--- config.mk ---
export PLATFORM = sky130hd
export DESIGN_NAME = alu_mdu_seq
export DESIGN_NICKNAME = d
export VERILOG_FILES = /design/src/rtl/alu_pkg.sv /design/src/rtl/alu_md_unit.sv /design/src/rtl/alu_mdu_seq.sv
export SDC_FILE = /design/constraint.sdc
export NUM_CORES = 1
export LEC_CHECK = 0
export BUFFER_PORTS_ARGS = -buffer_cell sky130_fd_sc_hd__buf_4
export CAP_MARGIN = 25
export CELL_PAD_IN_SITES_DETAIL_PLACEMENT = 1
export CELL_PAD_IN_SITES_GLOBAL_PLACEMENT = 1
export CORE_UTILIZATION = 31
export CTS_BUF_LIST = sky130_fd_sc_hd__clkbuf_16
export DETAILED_ROUTE_END_ITERATION = 16
export HOLD_SLACK_MARGIN = 0.03
export PLACE_DENSITY_LB_ADDON = 0.1
export SLEW_MARGIN = 15
export SYNTH_ARGS = -nofsm -noshare
export SYNTH_HDL_FRONTEND = slang
export SYNTH_HIERARCHICAL = 1
export SYNTH_SLANG_ARGS = --single-unit
--- constraint.sdc ---
create_clock -name clk -period 8.8 [get_ports clk]
set_clock_uncertainty 0.1 [all_clocks]
set_input_delay 0.88 -clock clk [delete_from_list [all_inputs] [get_ports clk]]
set_output_delay 0.88 -clock clk [all_outputs]
set_load 0.1 [all_outputs]
--- src/rtl/alu_pkg.sv ---
// Shared codes and types for the execute-stage ALU/MDU.
// Op groups, per-group func codes, FSM states and the flag bundle.
package alu_pkg;

  localparam logic [1:0] OP_ARITH = 2'b00;
  localparam logic [1:0] OP_LOGIC = 2'b01;
  localparam logic [1:0] OP_MD    = 2'b10;
  localparam logic [1:0] OP_ILL   = 2'b11;

  localparam logic [2:0] F_ADC = 3'd0;
  localparam logic [2:0] F_ADD = 3'd1;
  localparam logic [2:0] F_INC = 3'd2;
  localparam logic [2:0] F_NOT = 3'd3;
  localparam logic [2:0] F_SBB = 3'd4;
  localparam logic [2:0] F_SUB = 3'd5;
  localparam logic [2:0] F_DEC = 3'd6;
  localparam logic [2:0] F_SLT = 3'd7;

  localparam logic [2:0] F_AND = 3'd0;
  localparam logic [2:0] F_OR  = 3'd1;
  localparam logic [2:0] F_RCL = 3'd2;
  localparam logic [2:0] F_RCR = 3'd3;
  localparam logic [2:0] F_XOR = 3'd4;
  localparam logic [2:0] F_SHL = 3'd5;
  localparam logic [2:0] F_SHR = 3'd6;
  localparam logic [2:0] F_SAR = 3'd7;

  localparam logic [2:0] F_MUL  = 3'd0;
  localparam logic [2:0] F_MULH = 3'd1;
  localparam logic [2:0] F_DIVU = 3'd2;
  localparam logic [2:0] F_REMU = 3'd3;

  typedef enum logic [1:0] {IDLE, RUN, DONE} state_t;

  typedef struct packed {
    logic z;
    logic cy;
    logic ov;
  } flags_t;

endpackage

--- src/rtl/alu_md_unit.sv ---
// Iterative unsigned multiply/divide, one bit per clock.
// Shift-add multiplier and restoring divider share one 2*WIDTH register.
module alu_md_unit
  import alu_pkg::*;
#(
  parameter int WIDTH = 16
) (
  input  logic             clk,
  input  logic             rst,
  input  logic             start,
  input  logic             is_div,
  input  logic [WIDTH-1:0] a,
  input  logic [WIDTH-1:0] b,
  output logic             done,
  output logic [WIDTH-1:0] hi,
  output logic [WIDTH-1:0] lo
);

  localparam int CW = $clog2(WIDTH);

  logic [2*WIDTH-1:0] acc;
  logic [2*WIDTH-1:0] nxt;
  logic [WIDTH-1:0]   dvs;
  logic [WIDTH:0]     msum;
  logic [WIDTH:0]     trial;
  logic [CW-1:0]      cnt;
  logic               div;
  logic               busy;

  assign msum  = {1'b0, acc[2*WIDTH-1:WIDTH]}
               + {1'b0, dvs & {WIDTH{acc[0]}}};
  assign trial = acc[2*WIDTH-1:WIDTH-1] - {1'b0, dvs};

  always_comb begin
    nxt = {msum, acc[WIDTH-1:1]};
    if (div) begin
      if (trial[WIDTH])
        nxt = {acc[2*WIDTH-2:0], 1'b0};
      else
        nxt = {trial[WIDTH-1:0], acc[WIDTH-2:0], 1'b1};
    end
  end

  // The final step is taken combinationally so the top can latch it
  // on the same edge that retires the operation.
  assign done = busy & (cnt == CW'(WIDTH - 1));
  assign hi   = nxt[2*WIDTH-1:WIDTH];
  assign lo   = nxt[WIDTH-1:0];

  always_ff @(posedge clk) begin
    if (rst) begin
      acc  <= '0;
      dvs  <= '0;
      cnt  <= '0;
      div  <= 1'b0;
      busy <= 1'b0;
    end else if (start) begin
      acc  <= {{WIDTH{1'b0}}, a};
      dvs  <= b;
      cnt  <= '0;
      div  <= is_div;
      busy <= 1'b1;
    end else if (busy) begin
      acc <= nxt;
      cnt <= cnt + CW'(1);
      if (done) busy <= 1'b0;
    end
  end

endmodule

--- src/rtl/alu_mdu_seq.sv ---
// Execute-stage ALU with internal flags and an iterative MDU.
// Single-cycle ops retire on the accept edge; MDU ops after WIDTH more.
module alu_mdu_seq
  import alu_pkg::*;
#(
  parameter int WIDTH = 16,
  parameter bit MD_EN = 1'b1
) (
  input  logic             clk,
  input  logic             rst,
  input  logic             in_valid,
  output logic             in_ready,
  input  logic [1:0]       op,
  input  logic [2:0]       func,
  input  logic [WIDTH-1:0] a,
  input  logic [WIDTH-1:0] b,
  output logic             out_valid,
  output logic [WIDTH-1:0] y,
  output logic             z,
  output logic             cy,
  output logic             ov,
  output logic             err
);

  localparam int M  = WIDTH - 1;
  localparam int SW = $clog2(WIDTH);
  localparam logic [WIDTH-1:0] ONE = WIDTH'(1);

  state_t           state;
  flags_t           fl;
  flags_t           r_fl;
  flags_t           md_fl;
  logic [WIDTH-1:0] opnd;
  logic [WIDTH-1:0] r_y;
  logic [WIDTH-1:0] md_y;
  logic [WIDTH-1:0] md_hi;
  logic [WIDTH-1:0] md_lo;
  logic [WIDTH:0]   add_s;
  logic [WIDTH:0]   sub_s;
  logic [WIDTH:0]   shl_t;
  logic [WIDTH:0]   shr_t;
  logic [WIDTH:0]   sar_t;
  logic [SW-1:0]    n;
  logic [1:0]       md_func;
  logic             md_dz;
  logic             md_done;
  logic             md_go;
  logic             md_err;
  logic             r_err;
  logic             cin;
  logic             add_ov;
  logic             sub_ov;
  logic             take;

  assign in_ready   = ~rst & (state == IDLE);
  assign take       = in_valid & in_ready;
  assign {z, cy, ov} = fl;

  // INC/DEC reuse the add/sub path with a constant one; ADC/SBB add cy.
  assign opnd   = (func[1:0] == 2'b10) ? ONE : b;
  assign cin    = (func[1:0] == 2'b00) & fl.cy;
  assign add_s  = {1'b0, a} + {1'b0, opnd} + {{WIDTH{1'b0}}, cin};
  assign sub_s  = {1'b0, a} - {1'b0, opnd} - {{WIDTH{1'b0}}, cin};
  assign add_ov = (a[M] == opnd[M]) & (add_s[M] != a[M]);
  assign sub_ov = (a[M] != opnd[M]) & (sub_s[M] != a[M]);

  // One guard bit catches the last bit shifted out.
  assign n     = b[SW-1:0];
  assign shl_t = {1'b0, a} << n;
  assign shr_t = {a, 1'b0} >> n;
  assign sar_t = $signed({a, 1'b0}) >>> n;

  always_comb begin
    r_y   = y;
    r_fl  = fl;
    r_err = 1'b0;
    md_go = 1'b0;
    unique case (op)
      OP_ARITH: begin
        unique case (func)
          F_ADC, F_ADD, F_INC: begin
            r_y     = add_s[M:0];
            r_fl.cy = add_s[WIDTH];
            r_fl.ov = add_ov;
          end
          F_NOT: begin
            r_y     = ~b;
            r_fl.cy = 1'b0;
            r_fl.ov = 1'b0;
          end
          default: begin
            r_y     = sub_s[M:0];
            r_fl.cy = sub_s[WIDTH];
            r_fl.ov = sub_ov;
          end
        endcase
        r_fl.z = (func == F_SLT) ? sub_s[WIDTH] : ~|r_y;
      end
      OP_LOGIC: begin
        unique case (func)
          F_AND: begin r_y = a & b; r_fl.cy = 1'b0; end
          F_OR:  begin r_y = a | b; r_fl.cy = 1'b0; end
          F_XOR: begin r_y = a ^ b; r_fl.cy = 1'b0; end
          F_RCL: begin
            r_y     = {a[M-1:0], fl.cy};
            r_fl.cy = a[M];
          end
          F_RCR: begin
            r_y     = {fl.cy, a[M:1]};
            r_fl.cy = a[0];
          end
          F_SHL: begin
            r_y = shl_t[M:0];
            if (n != '0) r_fl.cy = shl_t[WIDTH];
          end
          F_SHR: begin
            r_y = shr_t[WIDTH:1];
            if (n != '0) r_fl.cy = shr_t[0];
          end
          default: begin
            r_y = sar_t[WIDTH:1];
            if (n != '0) r_fl.cy = sar_t[0];
          end
        endcase
        if (func[2:1] != 2'b01) begin
          r_fl.z  = ~|r_y;
          r_fl.ov = 1'b0;
        end
      end
      OP_MD: begin
        if (MD_EN && !func[2]) md_go = 1'b1;
        else                   r_err = 1'b1;
      end
      default: r_err = 1'b1;
    endcase
  end

  always_comb begin
    md_y     = md_func[0] ? md_hi : md_lo;
    md_fl.z  = ~|md_y;
    md_fl.cy = 1'b0;
    md_fl.ov = 1'b0;
    if (md_func == 2'b00) begin
      md_fl.cy = |md_hi;
      md_fl.ov = |md_hi;
    end
    if (md_func[1] & md_dz) begin
      md_fl.cy = 1'b1;
      md_fl.ov = 1'b1;
    end
    md_err = md_func[1] & md_dz;
  end

  if (MD_EN) begin : g_md
    alu_md_unit #(.WIDTH(WIDTH)) u_md (
      .clk    (clk),
      .rst    (rst),
      .start  (take & md_go),
      .is_div (func[1]),
      .a      (a),
      .b      (b),
      .done   (md_done),
      .hi     (md_hi),
      .lo     (md_lo)
    );
  end else begin : g_nomd
    assign md_done = 1'b0;
    assign md_hi   = '0;
    assign md_lo   = '0;
  end

  always_ff @(posedge clk) begin
    if (rst) begin
      state     <= IDLE;
      y         <= '0;
      fl        <= '0;
      out_valid <= 1'b0;
      err       <= 1'b0;
      md_func   <= '0;
      md_dz     <= 1'b0;
    end else begin
      out_valid <= 1'b0;
      err       <= 1'b0;
      unique case (state)
        IDLE: begin
          if (take) begin
            if (md_go) begin
              state   <= RUN;
              md_func <= func[1:0];
              md_dz   <= ~|b;
            end else begin
              y         <= r_y;
              fl        <= r_fl;
              err       <= r_err;
              out_valid <= 1'b1;
            end
          end
        end
        RUN: begin
          if (md_done) begin
            y         <= md_y;
            fl        <= md_fl;
            err       <= md_err;
            out_valid <= 1'b1;
            state     <= IDLE;
          end
        end
        default: state <= IDLE;
      endcase
    end
  end

endmodule
==> impl_metrics.json <==
{
  "area_growth_pct": 8.69,
  "synth_top_area_cell": "dfxtp_1",
  "finalSetupViolCount": 0,
  "hp-start": "y[1]$_SDFFE_PP0P_",
  "fin_util": 0.345,
  "die_width_um": 196,
  "diodes": 0,
  "whs_ps": 356,
  "ys_warn_count": 6,
  "p_leak_nw": 5.15,
  "cts_buffers": 9,
  "synth_top_flop_cell": "dfxtp_1",
  "total_power_mw": 1.44,
  "maxSlewHeadroom": 0.242,
  "pin_count": 62,
  "drc": 0,
  "synth_cells": 1589,
  "synth-seq-cells": 79,
  "reg2reg_to": "z$_SDFFE_PP0P_",
  "synth_edf_count": 0,
  "worstPathMaxFanout": 11,
  "post-route-min-period_ps": 5530,
  "drt-initial-drc-count": 797,
  "fmax_mhz": 181,
  "htreeDepth": 3,
  "path_class": "reg2reg",
  "dpl-instance-area_um2": 12400,
  "rows": 70,
  "start_util": 0.318,
  "syn_area_um2": 11700,
  "io_buffers": 61,
  "synth_top_area_share": 0.135,
  "root_buffer": "clkbuf_16",
  "cp.arrival_ps": 5730,
  "syn_nets": 1734,
  "post_cts_buffers": 0,
  "gp_congestion": 0.914,
  "seq_area_frac_synth": 0.135,
  "timing.rr.start": "g_md.u_md/acc[15]$_SDFFE_PP0P_",
  "grt_overflow": 0,
  "ant_nets": 0,
  "clk_latency_ps": 360,
  "dpl.hpwl_um": 39600,
  "dp.cells": 2057,
  "dieArea_um2": 38500,
  "rsz0062_at_grt": "no",
  "grt_max_degree": 59,
  "final_max_slew_viol_count": 0,
  "instances_no_fill": 2073,
  "cp-start-kind": "register",
  "die_h_um": 196,
  "final_area_um2": 12700,
  "fill_cells": 4557,
  "ys_async_sr_fraction": 0,
  "post_cts_resized": 0,
  "synth_area_per_cell_um2": 7.37,
  "cts.sinks": 79,
  "timing.final.ws_setup_ps": 3270,
  "routedWlPerCell_um": 25.5,
  "drv_cap": 0,
  "cp-end-kind": "register",
  "clkTransAtPathRegs_ps": 70,
  "track_usage": 0.273,
  "wl_um": 52800,
  "peakVddDrop_mv": 0.0897,
  "worst_hold_path.endpoint": "y[1]$_SDFFE_PP0P_",
  "worstMarginPinSlew_ps": 1130,
  "grt_pass1_wl_um": 80100,
  "startpoint": "g_md.u_md/acc[15]$_SDFFE_PP0P_",
  "rrSetupSlack_ps": 3270,
  "status": "completed",
  "synth.area.top_cells": "dfxtp_1, ha_1, mux2i_1",
  "antenna_found_initial": 0,
  "firstDrtPassIters": 5,
  "fin_nets": 1709,
  "drive_gt1_frac": 0.123,
  "pre_cts_ws_ps": 3340,
  "worstHoldPathCells": 2,
  "synth_common_cells": "nor2_1, nand2_1, a21oi_1, ha_1, inv_1",
  "ys_types": 93,
  "coreArea_um2": 36900,
  "synth_most_common_cell": "nor2_1",
  "fin_tns_setup_ps": 0,
  "rr_worst_depth": 20,
  "period_share": 0.628,
  "grt_pass1_vias": 12600,
  "hold_path.class": "reg2reg",
  "viasPerCell": 5.95,
  "cts_tree": "yes",
  "ctsHoldBuffers": 0,
  "clockBufferDepth": 2,
  "vias": 12300,
  "hold_viol": 0,
  "p_per_area_nw_per_um2": 113,
  "worstPathRequired_ps": 9010
}
[critical path: stages, from the launching register on]
cell and delay [ps]:
dfxtp_1 330, inv_1 90, ha_1 260, fa_1 400
nor2b_1 220, o31a_1 210, o31a_1 240, o21ba_1 230
o21ai_1 300, nor2_1 950, mux2i_1 320, a21oi_1 180
mux2i_1 320, nand2_1 90, nor3_1 200, nand4_1 90
or4_1 460, a21oi_1 180, a41o_1 110, a31o_1 110
a31o_1 100
[worst max-delay path by stage]
stage | endpoint | cells past startpoint | slack (ps)
after floorplan | z$_SDFFE_PP0P_ | 16 | 4280
after global placement | z$_SDFFE_PP0P_ | 18 | 3350
after detailed placement | z$_SDFFE_PP0P_ | 18 | 3340
after CTS | z$_SDFFE_PP0P_ | 18 | 3320
after global routing | z$_SDFFE_PP0P_ | 20 | 2940
final | z$_SDFFE_PP0P_ | 20 | 3270
[where the power goes]
| group | internal, mW | switching, mW |
|---|---|---|
| combinational | 0.233 | 0.460 |
| sequential | 0.368 | 0.0100 |
| clock | 0.194 | 0.177 |
| total | 0.796 | 0.646 |
[layout make-up]
cell class / instances / area, um2 / area share
repair buffers: 74 / 576 / 0.0452
well taps: 504 / 631 / 0.0496
flip-flops and latches: 79 / 1580 / 0.124
inverters: 94 / 353 / 0.0277
multi-input cells: 1306 / 9300 / 0.731
clock inverters: 7 / 56.3 / 0.00442
clock buffers: 9 / 225 / 0.0177
[kinds of logic (layout without fill, tap and decap cells)]
group | Yosys count | count (layout) | synth area share
simple gates | 522 | 522 | 0.208
mux | 135 | 135 | 0.145
buf+inv | 204 | 184 | 0.0709
fa+ha+maj | 108 | 108 | 0.119
xor+xnor | 41 | 41 | 0.0307
compound gates | 500 | 500 | 0.292
flops | 79 | 79 | 0.135
[flip-flops by register name, indices dropped and copies added, names as in the netlist]
| register | count |
|---|---|
| g_md.u_md/acc | 32 |
| g_md.u_md/dvs | 16 |
| y | 16 |
| g_md.u_md/cnt | 4 |
| md_func | 2 |
| cy | 1 |
| err | 1 |
| g_md.u_md/busy | 1 |
| g_md.u_md/div | 1 |
| md_dz | 1 |
| out_valid | 1 |
| ov | 1 |
| state | 1 |
| z | 1 |
[per-layer routing]
layer / wire [um] / up-vias / part of all wire / track usage
li1: - / 5790 / - / -
met1: 23600 / 6185 / 0.45 / 0.350
met2: 25800 / 292 / 0.49 / 0.479
met3: 1910 / 66 / 0.036 / 0.0258
met4: 1430 / 0 / 0.027 / 0.0848
met5: 0 / - / 0 / 0
[cells in the final DEF, fill, tap and decap left out, types with 24 or more instances in the layout]
| master | netlist | final |
|---|---|---|
| xnor2_1 | 33 | 33 |
| nor2_1 | 186 | 186 |
| mux4_2 | 24 | 24 |
| a21oi_1 | 133 | 133 |
| dfxtp_1 | 79 | 78 |
| nand3_1 | 32 | 32 |
| o21ai_0 | 85 | 85 |
| buf_4 | 4 | 73 |
| inv_1 | 89 | 88 |
| mux2i_1 | 73 | 73 |
| mux2_2 | 38 | 38 |
| a211oi_1 | 24 | 24 |
| nand2_1 | 138 | 138 |
| nor3_1 | 28 | 28 |
| ha_1 | 99 | 99 |
Note: power is estimated with default switching activity, not from simulation.
